$ cat config.mk
export PLATFORM = sky130hd
export DESIGN_NAME = dpll_sd_ctrl_flat
export DESIGN_NICKNAME = d
export VERILOG_FILES = /design/src/rtl/dpll_sd_if.sv /design/src/rtl/dpll_sd_ctrl.sv /design/src/flat_wrapper.sv
export SDC_FILE = /design/constraint.sdc
export NUM_CORES = 1
export LEC_CHECK = 0
export CAP_MARGIN = 40
export CORE_MARGIN = 3
export CORE_UTILIZATION = 30
export CTS_CLUSTER_DIAMETER = 40
export DETAILED_ROUTE_END_ITERATION = 12
export SYNTH_ARGS = -nofsm -noshare
export SYNTH_HDL_FRONTEND = slang
export SYNTH_SLANG_ARGS = --single-unit
$ cat constraint.sdc
create_clock -name clk -period 3.4 [get_ports clk]
set_input_delay 1.02 -clock clk [delete_from_list [all_inputs] [get_ports clk]]
set_output_delay 1.02 -clock clk [all_outputs]
set_load 0.05 [all_outputs]
$ cat src/rtl/dpll_sd_if.sv
// Host/DPLL signal bundle for the DPLL squelch/acquisition controller.
// master = host + DPLL side (drives requests and recovered bits),
// slave  = controller side (drives DPLL controls and status).
interface dpll_sd_if #(
  parameter int WIN_W = 2
);
  logic             start;
  logic             abort;
  logic             bit_ready;
  logic             data_out;
  logic             stall;
  logic             squelch;
  logic [WIN_W-1:0] window;
  logic             locked;
  logic             fail;
  logic             lock_lost;
  logic [2:0]       state;
  logic [7:0]       lock_loss_cnt;

  modport master (
    output start, abort, bit_ready, data_out,
    input  stall, squelch, window, locked, fail, lock_lost, state, lock_loss_cnt
  );

  modport slave (
    input  start, abort, bit_ready, data_out,
    output stall, squelch, window, locked, fail, lock_lost, state, lock_loss_cnt
  );
endinterface

$ cat src/rtl/dpll_sd_ctrl.sv
// DPLL squelch / window-sweep acquisition controller.
// Sweeps the DPLL sampling window, judging each window on an alternating
// preamble; locks on the first window with few enough errors, gives up after
// MAX_RETRY full sweeps, and watches for lost lock via a bit_ready watchdog.
// Optional feature: define DPLL_SD_CTRL_LOCKCNT_EN to get a saturating
// lock-loss event counter on lock_loss_cnt (otherwise it reads constant 0).
module dpll_sd_ctrl #(
  parameter int WINDOWS   = 3,
  parameter int WIN_W     = 2,
  parameter int SQ_CYC    = 8,
  parameter int ACQ_BITS  = 16,
  parameter int MAX_ERR   = 1,
  parameter int MAX_RETRY = 2,
  parameter int TIMEOUT   = 64
) (
  input  logic       clk,
  input  logic       rst_n,
  dpll_sd_if.slave   bus
);

  typedef enum logic [2:0] {
    S_IDLE    = 3'd0,
    S_SQUELCH = 3'd1,
    S_ACQ     = 3'd2,
    S_LOCKED  = 3'd3,
    S_FAIL    = 3'd4
  } state_t;

  localparam logic [7:0]       SQ_LAST    = 8'(SQ_CYC - 1);
  localparam logic [7:0]       BIT_LAST   = 8'(ACQ_BITS - 1);
  localparam logic [7:0]       ERR_LIMIT  = 8'(MAX_ERR);
  localparam logic [WIN_W-1:0] WIN_LAST   = WIN_W'(WINDOWS - 1);
  localparam logic [3:0]       RETRY_LAST = 4'(MAX_RETRY - 1);
  localparam logic [9:0]       WD_LAST    = 10'(TIMEOUT - 1);

  function automatic logic [7:0] sat_inc8(input logic [7:0] v);
    return (v == 8'hFF) ? v : v + 8'd1;
  endfunction

  state_t           state_q, state_d;
  logic [WIN_W-1:0] win_q, win_d;
  logic [3:0]       retry_q, retry_d;
  logic [7:0]       sq_q, sq_d;
  logic [7:0]       bit_q, bit_d;
  logic [7:0]       err_q, err_d;
  logic             prev_q, prev_d;
  logic [9:0]       wd_q, wd_d;
  logic             lost_q, lost_d;

  // Next-state logic: abort wins, then per-state sequencing of the sweep.
  always_comb begin
    state_d = state_q;
    win_d   = win_q;
    retry_d = retry_q;
    sq_d    = sq_q;
    bit_d   = bit_q;
    err_d   = err_q;
    prev_d  = prev_q;
    wd_d    = wd_q;
    lost_d  = 1'b0;

    if (bus.abort) begin
      state_d = S_IDLE;
      win_d   = '0;
      retry_d = '0;
      sq_d    = '0;
      bit_d   = '0;
      err_d   = '0;
      prev_d  = 1'b0;
      wd_d    = '0;
    end else begin
      case (state_q)
        S_IDLE, S_FAIL: begin
          if (bus.start) begin
            state_d = S_SQUELCH;
            win_d   = '0;
            retry_d = '0;
            sq_d    = '0;
          end
        end
        S_SQUELCH: begin
          if (sq_q == SQ_LAST) begin
            state_d = S_ACQ;
            sq_d    = '0;
            bit_d   = '0;
            err_d   = '0;
          end else begin
            sq_d = sq_q + 8'd1;
          end
        end
        S_ACQ: begin
          if (bus.bit_ready) begin
            prev_d = bus.data_out;
            bit_d  = bit_q + 8'd1;
            // A repeated bit breaks the 1010... preamble.
            if ((bit_q != 8'd0) && (bus.data_out == prev_q)) begin
              err_d = sat_inc8(err_q);
            end
            if (bit_q == BIT_LAST) begin
              if (err_d <= ERR_LIMIT) begin
                state_d = S_LOCKED;
                wd_d    = '0;
              end else if (win_q != WIN_LAST) begin
                state_d = S_SQUELCH;
                win_d   = win_q + 1'b1;
                sq_d    = '0;
              end else if (retry_q == RETRY_LAST) begin
                state_d = S_FAIL;
                retry_d = retry_q + 4'd1;
              end else begin
                state_d = S_SQUELCH;
                retry_d = retry_q + 4'd1;
                win_d   = '0;
                sq_d    = '0;
              end
            end
          end
        end
        S_LOCKED: begin
          if (bus.bit_ready) begin
            wd_d = '0;
          end else if (wd_q == WD_LAST) begin
            state_d = S_SQUELCH;
            win_d   = '0;
            retry_d = '0;
            sq_d    = '0;
            wd_d    = '0;
            lost_d  = 1'b1;
          end else begin
            wd_d = wd_q + 10'd1;
          end
        end
        default: state_d = S_IDLE;
      endcase
    end
  end

  // State and counter registers, asynchronously cleared.
  always_ff @(posedge clk or negedge rst_n) begin
    if (!rst_n) begin
      state_q <= S_IDLE;
      win_q   <= '0;
      retry_q <= '0;
      sq_q    <= '0;
      bit_q   <= '0;
      err_q   <= '0;
      prev_q  <= 1'b0;
      wd_q    <= '0;
      lost_q  <= 1'b0;
    end else begin
      state_q <= state_d;
      win_q   <= win_d;
      retry_q <= retry_d;
      sq_q    <= sq_d;
      bit_q   <= bit_d;
      err_q   <= err_d;
      prev_q  <= prev_d;
      wd_q    <= wd_d;
      lost_q  <= lost_d;
    end
  end

`ifdef DPLL_SD_CTRL_LOCKCNT_EN
  logic [7:0] lcnt_q, lcnt_d;

  // Count lock-loss events, sticking at 255.
  always_comb begin
    lcnt_d = lcnt_q;
    if (lost_d) begin
      lcnt_d = sat_inc8(lcnt_q);
    end
  end

  // Lock-loss counter register, cleared only by reset.
  always_ff @(posedge clk or negedge rst_n) begin
    if (!rst_n) begin
      lcnt_q <= '0;
    end else begin
      lcnt_q <= lcnt_d;
    end
  end

  assign bus.lock_loss_cnt = lcnt_q;
`else
  assign bus.lock_loss_cnt = 8'd0;
`endif

  assign bus.state     = state_q;
  assign bus.window    = win_q;
  assign bus.lock_lost = lost_q;
  assign bus.stall     = (state_q == S_IDLE) || (state_q == S_FAIL);
  assign bus.squelch   = (state_q == S_IDLE) || (state_q == S_SQUELCH) || (state_q == S_FAIL);
  assign bus.locked    = (state_q == S_LOCKED);
  assign bus.fail      = (state_q == S_FAIL);

endmodule

$ cat src/flat_wrapper.sv
// flat-port wrapper written by rule: the top's interface ports become plain ports
module dpll_sd_ctrl_flat 
#(
  parameter int WINDOWS   = 3,
  parameter int WIN_W     = 2,
  parameter int SQ_CYC    = 8,
  parameter int ACQ_BITS  = 16,
  parameter int MAX_ERR   = 1,
  parameter int MAX_RETRY = 2,
  parameter int TIMEOUT   = 64
)
  (clk, rst_n, bus_start, bus_abort, bus_bit_ready, bus_data_out, bus_stall, bus_squelch, bus_window, bus_locked, bus_fail, bus_lock_lost, bus_state, bus_lock_loss_cnt);
  dpll_sd_if #(.WIN_W(WIN_W)) bus_i ();
  input  logic clk;
  input  logic rst_n;
  input wire logic [$bits(bus_i.start)-1:0] bus_start;
  input wire logic [$bits(bus_i.abort)-1:0] bus_abort;
  input wire logic [$bits(bus_i.bit_ready)-1:0] bus_bit_ready;
  input wire logic [$bits(bus_i.data_out)-1:0] bus_data_out;
  output wire logic [$bits(bus_i.stall)-1:0] bus_stall;
  output wire logic [$bits(bus_i.squelch)-1:0] bus_squelch;
  output wire logic [$bits(bus_i.window)-1:0] bus_window;
  output wire logic [$bits(bus_i.locked)-1:0] bus_locked;
  output wire logic [$bits(bus_i.fail)-1:0] bus_fail;
  output wire logic [$bits(bus_i.lock_lost)-1:0] bus_lock_lost;
  output wire logic [$bits(bus_i.state)-1:0] bus_state;
  output wire logic [$bits(bus_i.lock_loss_cnt)-1:0] bus_lock_loss_cnt;
  assign bus_i.start = bus_start;
  assign bus_i.abort = bus_abort;
  assign bus_i.bit_ready = bus_bit_ready;
  assign bus_i.data_out = bus_data_out;
  assign bus_stall = bus_i.stall;
  assign bus_squelch = bus_i.squelch;
  assign bus_window = bus_i.window;
  assign bus_locked = bus_i.locked;
  assign bus_fail = bus_i.fail;
  assign bus_lock_lost = bus_i.lock_lost;
  assign bus_state = bus_i.state;
  assign bus_lock_loss_cnt = bus_i.lock_loss_cnt;
  dpll_sd_ctrl #(.WINDOWS(WINDOWS), .WIN_W(WIN_W), .SQ_CYC(SQ_CYC), .ACQ_BITS(ACQ_BITS), .MAX_ERR(MAX_ERR), .MAX_RETRY(MAX_RETRY), .TIMEOUT(TIMEOUT)) u_core (.clk(clk), .rst_n(rst_n), .bus(bus_i));
endmodule
* After elaboration in Yosys (flattened, before gate mapping)
Cells that the tools add are included.
Widths: inputs -> output; s select.
** Storage, ports and cells
- Word-level logic and storage cells :: 124
- Output and inout port bits :: 18
- Input port bits :: 6
- Register bits :: 45
** Cells by class
- Muxes and demuxes :: 67
- Eq/ne operators :: 21
- Add/subtract/negate cells :: 6
- Reductions and logical operators :: 20
- Magnitude comparators :: 1
** Operators with widths (number)
- $mux 8 :: 20
- $mux 10 :: 6
- $mux 4 :: 8
- $pmux 8 s2 :: 2
- $pmux 8 s4 :: 1
- $mux 3 :: 10
- $add 8x1->8 const B :: 3
- $reduce_and 8->1 :: 3
- $pmux 10 s2 :: 1
- $mux 2 :: 9
- $ne 3x3->1 const B :: 5
- $ne 3x2->1 const B :: 4
- $pmux 3 s4 :: 1
- $pmux 4 s3 :: 1
- $add 10x1->10 const B :: 1
- $eq 10x6->1 const B :: 1
- $eq 8x3->1 const B :: 1
- $eq 8x4->1 const B :: 1
- $eq 8x8->1 const B :: 1
- $le 8x1->1 const B :: 1
- $reduce_bool 8->1 :: 1
- $mux 1 :: 7
- $eq 3x2->1 const B :: 2
- $pmux 2 s3 :: 1
- other kinds (20) :: 24

* Logic depth before layout (Yosys ltp)
- Word-level depth :: 12
- Mapped depth :: 10
- Depth with buffers taken out :: 9

* Worst setup path after synthesis
OpenSTA, ideal clock, no wires.
- Path kind :: register to output
- From :: reg u_core.state_q[2] (netlist: u_core.bus.state[2])
- To :: out bus_fail
- Arrival time :: 2.025 ns
- Stages on the path, launching flop included :: 4
- Path buffers :: 1
- Required time :: 2.380 ns
- Setup slack :: 0.355 ns
- Path through :: dfrtp_1 > clkbuf_1 > inv_1 > nor3_1
** Between the ends
- Cells in the longest elaborated chain, start to end :: 1
** RTL lines
- start, declared :: line dpll_sd_ctrl.sv:40 : state_t state_q, state_d;
- start signal, assigned :: line dpll_sd_ctrl.sv:151 : state_q <= state_d;
- $eq 3x3->1 :: line dpll_sd_ctrl.sv:194 : assign bus.fail = (state_q == S_FAIL);
- end, declared :: line flat_wrapper.sv:24 : output wire logic [$bits(bus_i.fail)-1:0] bus_fail;
Every way passes these cells.

* Worst setup path after layout
- From :: in bus_abort
- To :: reg u_core.sq_q[0]
** Between the ends
- Cells in the longest elaborated chain, start to end :: 2
- Elaborated cells between the ends (all ways) :: 10
- Classes of those cells :: 7 x eq/ne; 1 x mux; 2 x reduce/logical
** RTL lines
- start, declared :: line flat_wrapper.sv:17 : input wire logic [$bits(bus_i.abort)-1:0] bus_abort;
- $ne 4x3->1 (no source line), or another cell as far along
- $reduce_and 8->1 (no source line)
- end signal, assigned :: line dpll_sd_ctrl.sv:154 : sq_q <= sq_d;
- end, declared :: line dpll_sd_ctrl.sv:43 : logic [7:0] sq_q, sq_d;
Several ways; a longest one is shown, not always the timed one.
A chain may end at the register's enable or synchronous reset.

==> results list <==
- Fill cells in the final layout number ~900.
- Fin. max-slew vios: 0
- Antenna violations before repair: 0
- Dominant synthesized flop cell: sky130_fd_sc_hd__dfrtp_1
- The final layout contains between 300 and 400 nets.
- CTS tree: done
* Top-level I/O count: 24
- Post-synth top area share: around two fifths
* R2R Path End: u_core.sq_q[0]
- Entering global routing, the biggest net connects 25 pins.
- Number of nets with antenna violations after routing: 0
* Largest delay contributor family on the critical path: simple AND/OR/NAND/NOR gates
* Fraction of final layout cells sized beyond drive strength 1: a little under an eighth
* Buffer and inverter count on the worst path: 2
* Total Routing Usage GR: roughly 13%
- The worst register-to-register path begins at u_core.bit_q[0].
* Clock input transition at the sequential cells of the worst setup and hold paths: about 0.09 ns
* Worst vdd rail ir drop: around 0.18 mV
- For this run, the detailed router's first-pass iteration total came to 4.
* Number of levels in the clock H-tree: 2
- Of the available clock period, the critical path in the final layout requires between 90% and 100%.
- The final route contains 2396 vias.
* Residual DRC: 0
- After detailed routing, the number of vias per cell comes to 5.35.
- CP Class: in2reg
- The tightest hold path in the finished design has a slack of roughly 0.51 ns.
* Overall die height: 102 um
- Vias in the first global route: ~2300
- Number of sinks driven by the clock tree: 45
* Finished Cell Area: 3200 um^2
- Along the worst hold path, the cell count comes to 1.
- The initialized floorplan defines 34 standard-cell rows.
* Total cell area at the placement stage: approximately 3100 um^2
- A synthesized cell averages slightly below 9 um^2.
- Reg2reg setup slack: just over 0.8 ns
* Number of distinct library cell variants in the gate-level netlist after synthesis: between 50 and 60
* Leakage power summed over all cells: about 1.5 nW
- Global-route wire length before repair: ~11000 um
- The multi-input combinational cells in the finished layout cover a total of between 1500 and 2000 um^2.
- The synthesized netlist occupies a cell area of roughly 2700 um^2.
- At the pin with the least slew margin, the transition time is between 0.5 and 0.6 ns.
- Diode count: 0
* X dimension of the die: 102 um
- Power spread over the standard cell area amounts to 490 nW/um^2.
* Area leader, netlist: sky130_fd_sc_hd__dfrtp_1
* Final Instance Count excl. Fillers: roughly 450
- TritonCTS created 5 clock buffers.
* Destination of the worst hold path: u_core.wd_q[0]
- Setup violations remaining at the end of the flow were counted as 0.
* Count of maximum capacitance violations: 0
- Number of buffers inserted by port buffering: 15
- Total half-perimeter wirelength after legalization and detailed placement: 4540 um
* Die Area: approximately 10000 um^2
- Synthesis produced 311 cells.
- For this design, the slowest cell found on the critical path is sky130_fd_sc_hd__or4b_2.
- Number of endpoints with negative hold slack in the final report: 0
- After detailed placement, the design holds a cell count of ~440.
* Async SR Flop Fraction: between 90% and 100%
* Flip-flop and latch count after synthesis: 45
* Slew headroom: roughly 63%
- The region available for standard cell placement spans around 8800 um^2.
- Longest Clk Path Bufs: 2
* Class of the worst hold path: reg2reg
- Origin of the worst min-delay path: u_core.wd_q[0]
- Ranked by total cell area, the synthesized netlist is headed by sky130_fd_sc_hd__dfrtp_1 41%, sky130_fd_sc_hd__o21ai_0 5.1%, sky130_fd_sc_hd__and3_1 4.6%.
- Final critical path time including I/O delays and setup: 3.09 ns
- The total overflow left after global routing is 0.
- # Post-CTS Setup Buffers: 0
- Setup repair after global routing missed its margin: no
- Area taken by flip-flops and latches: approximately 1100 um^2
- Required @ worst endpoint: 3.65 ns
* Root buf cell: sky130_fd_sc_hd__clkbuf_8
* Result of the run: finished clean
- Part of the Yosys area used for sequential elements: 41.0%
* Peak per-stage delay on the critical path: approximately 0.70 ns
* Critical Path End Type: register
* CP cell instances: clkdlybuf4s50_1 -> or4b_2 -> a31o_2 -> o211a_1 -> o31a_1 -> and2_1 -> a31oi_2 -> buf_4 -> mux2_2
* Number of enable flip-flop cells after synthesis: 0
- Setup TNS: 0 ns
- Clock insertion delay at the later pin of the skew report: around 0.30 ns
* Overall routed net length: just over 6000 um
- In this run, post-CTS repair resized a total of 0 instances.
- Skew final: between 0.01 and 0.015 ns
- STA classifies the critical path startpoint as a primary input.
- At the end of routability-driven placement, the weighted congestion stood at about 0.8.
* Hold bufs inserted after CTS: 0
- During synthesis, Yosys emitted a total of 0 warnings.
- Dividing the detail-routed wire length by the instance count gives between 10 and 15 um.
- Max frequency: 324 MHz
* CP Data Arrival Time: about 3.3 ns
- Layout area overhead: 16.6%
* Worst-path maximum fanout: 8
- The first routing iteration left about 110 violations.
- Worst R2R Path Depth: 11
- For this configuration, the core starts out at a cell density of a little under a third.
==> cells in the mapped netlist, types with 3 or more instances <==
| library cell | n |
|---|---|
| sky130_fd_sc_hd__dfrtp_1 | 45 |
| sky130_fd_sc_hd__ha_1 | 7 |
| sky130_fd_sc_hd__a31oi_1 | 9 |
| sky130_fd_sc_hd__nor3_1 | 13 |
| sky130_fd_sc_hd__a211o_1 | 6 |
| sky130_fd_sc_hd__and3_1 | 20 |
| sky130_fd_sc_hd__xnor2_1 | 4 |
| sky130_fd_sc_hd__nand2b_1 | 3 |
| sky130_fd_sc_hd__nand3_1 | 15 |
| sky130_fd_sc_hd__inv_1 | 11 |
| sky130_fd_sc_hd__a21oi_1 | 17 |
| sky130_fd_sc_hd__and2_1 | 6 |
| sky130_fd_sc_hd__nand2_1 | 30 |
| sky130_fd_sc_hd__nand4_1 | 5 |
| sky130_fd_sc_hd__o21a_1 | 4 |
| sky130_fd_sc_hd__nor2_1 | 19 |
| sky130_fd_sc_hd__clkbuf_1 | 7 |
| sky130_fd_sc_hd__a22o_1 | 5 |
| sky130_fd_sc_hd__o21ai_0 | 28 |
| sky130_fd_sc_hd__buf_4 | 9 |
==> where the power goes <==
group | leakage [nW] | total [W] | switching, W | internal (W)
registers | 0.625 | 0.000614 | 0.0000538 | 0.000560
clock network | 0.0540 | 0.000394 | 0.000180 | 0.000214
logic | 0.811 | 0.000562 | 0.000356 | 0.000206
total | 1.49 | 0.00157 | 0.000590 | 0.000980
==> area by class of cell <==
class / instances / share of cell area, %
Tap cell: 108 / 4.22
Sequential cell: 45 / 35.1
Clock inverter: 2 / 1.09
Timing Repair Buffer: 33 / 9.14
Inverter: 11 / 1.29
Multi-Input combinational cell: 244 / 47.0
Clock buffer: 5 / 2.15
==> placed cells by master, fill, tap and decap left out, types with 8 or more instances in the layout <==
cell type,count
sky130_fd_sc_hd__a31oi_1,9
sky130_fd_sc_hd__dfrtp_1,45
sky130_fd_sc_hd__clkdlybuf4s50_1,14
sky130_fd_sc_hd__conb_1,8
sky130_fd_sc_hd__and3_1,20
sky130_fd_sc_hd__buf_4,17
sky130_fd_sc_hd__a21oi_1,17
sky130_fd_sc_hd__nand2_1,30
sky130_fd_sc_hd__o21ai_0,28
sky130_fd_sc_hd__inv_1,11
sky130_fd_sc_hd__nor2_1,19
sky130_fd_sc_hd__nor3_1,13
sky130_fd_sc_hd__nand3_1,15
==> logic make-up (layout without fill, tap and decap cells) <==
family                   after synthesis  count (layout)  synth area share (%)
AND/OR/NAND/NOR                      126             126                  24.4
AO/OA/AOI/OAI                         94              94                  23.0
flip-flops                            45              45                  41.0
buffers and inverters                 29              51                  5.23
adder cells (fa/ha/maj)                7               7                  3.19
XOR/XNOR                               5               5                  1.59
multiplexers                           4               4                  1.55
other                                  1               8                 0.136
==> state kept, by name, indices dropped and copies added, names as in the netlist <==
name and flops:
u_core.err_q 8, u_core.bus.state 3, u_core.sq_q 8, u_core.bus.window 2, u_core.bus.lock_lost 1, u_core.bit_q 8
u_core.wd_q 10, u_core.retry_q 4, u_core.prev_q 1
==> layer usage <==
layer	global-route usage (%)	wire, um	vias to the layer above
met5	0	0	-
met4	3.78	91	0
met3	2.69	236	11
met2	19.3	2700	40
met1	18.5	3190	1154
li1	-	-	1191
==> stage by stage <==
stage	power, W	util (%)	setup slack, ns
3_5_place_dp	0.00119	35.2	0.00540
5_1_grt	0.00166	36.4	0.149
3_3_place_gp	0.00118	35.2	0.0410
4_1_cts	0.00159	36.4	0.329
6_report	0.00157	36.4	0.313
2_1_floorplan	0.000972	-	0.355
==> how the worst max path moves through the flow <==
stage                              startpoint                 to  slack, ns  cells past startpoint
after detailed placement            bus_abort     u_core.sq_q[0]      0.005                      9
after global placement              bus_abort     u_core.sq_q[0]       0.04                      9
after global routing             bus_data_out  u_core.retry_q[2]       0.15                     10
after CTS                           bus_abort     u_core.sq_q[0]       0.33                      9
final                               bus_abort     u_core.sq_q[0]       0.31                      9
after floorplan           u_core.bus.state[2]           bus_fail       0.36                      3
(Power assumes the default switching activity.)
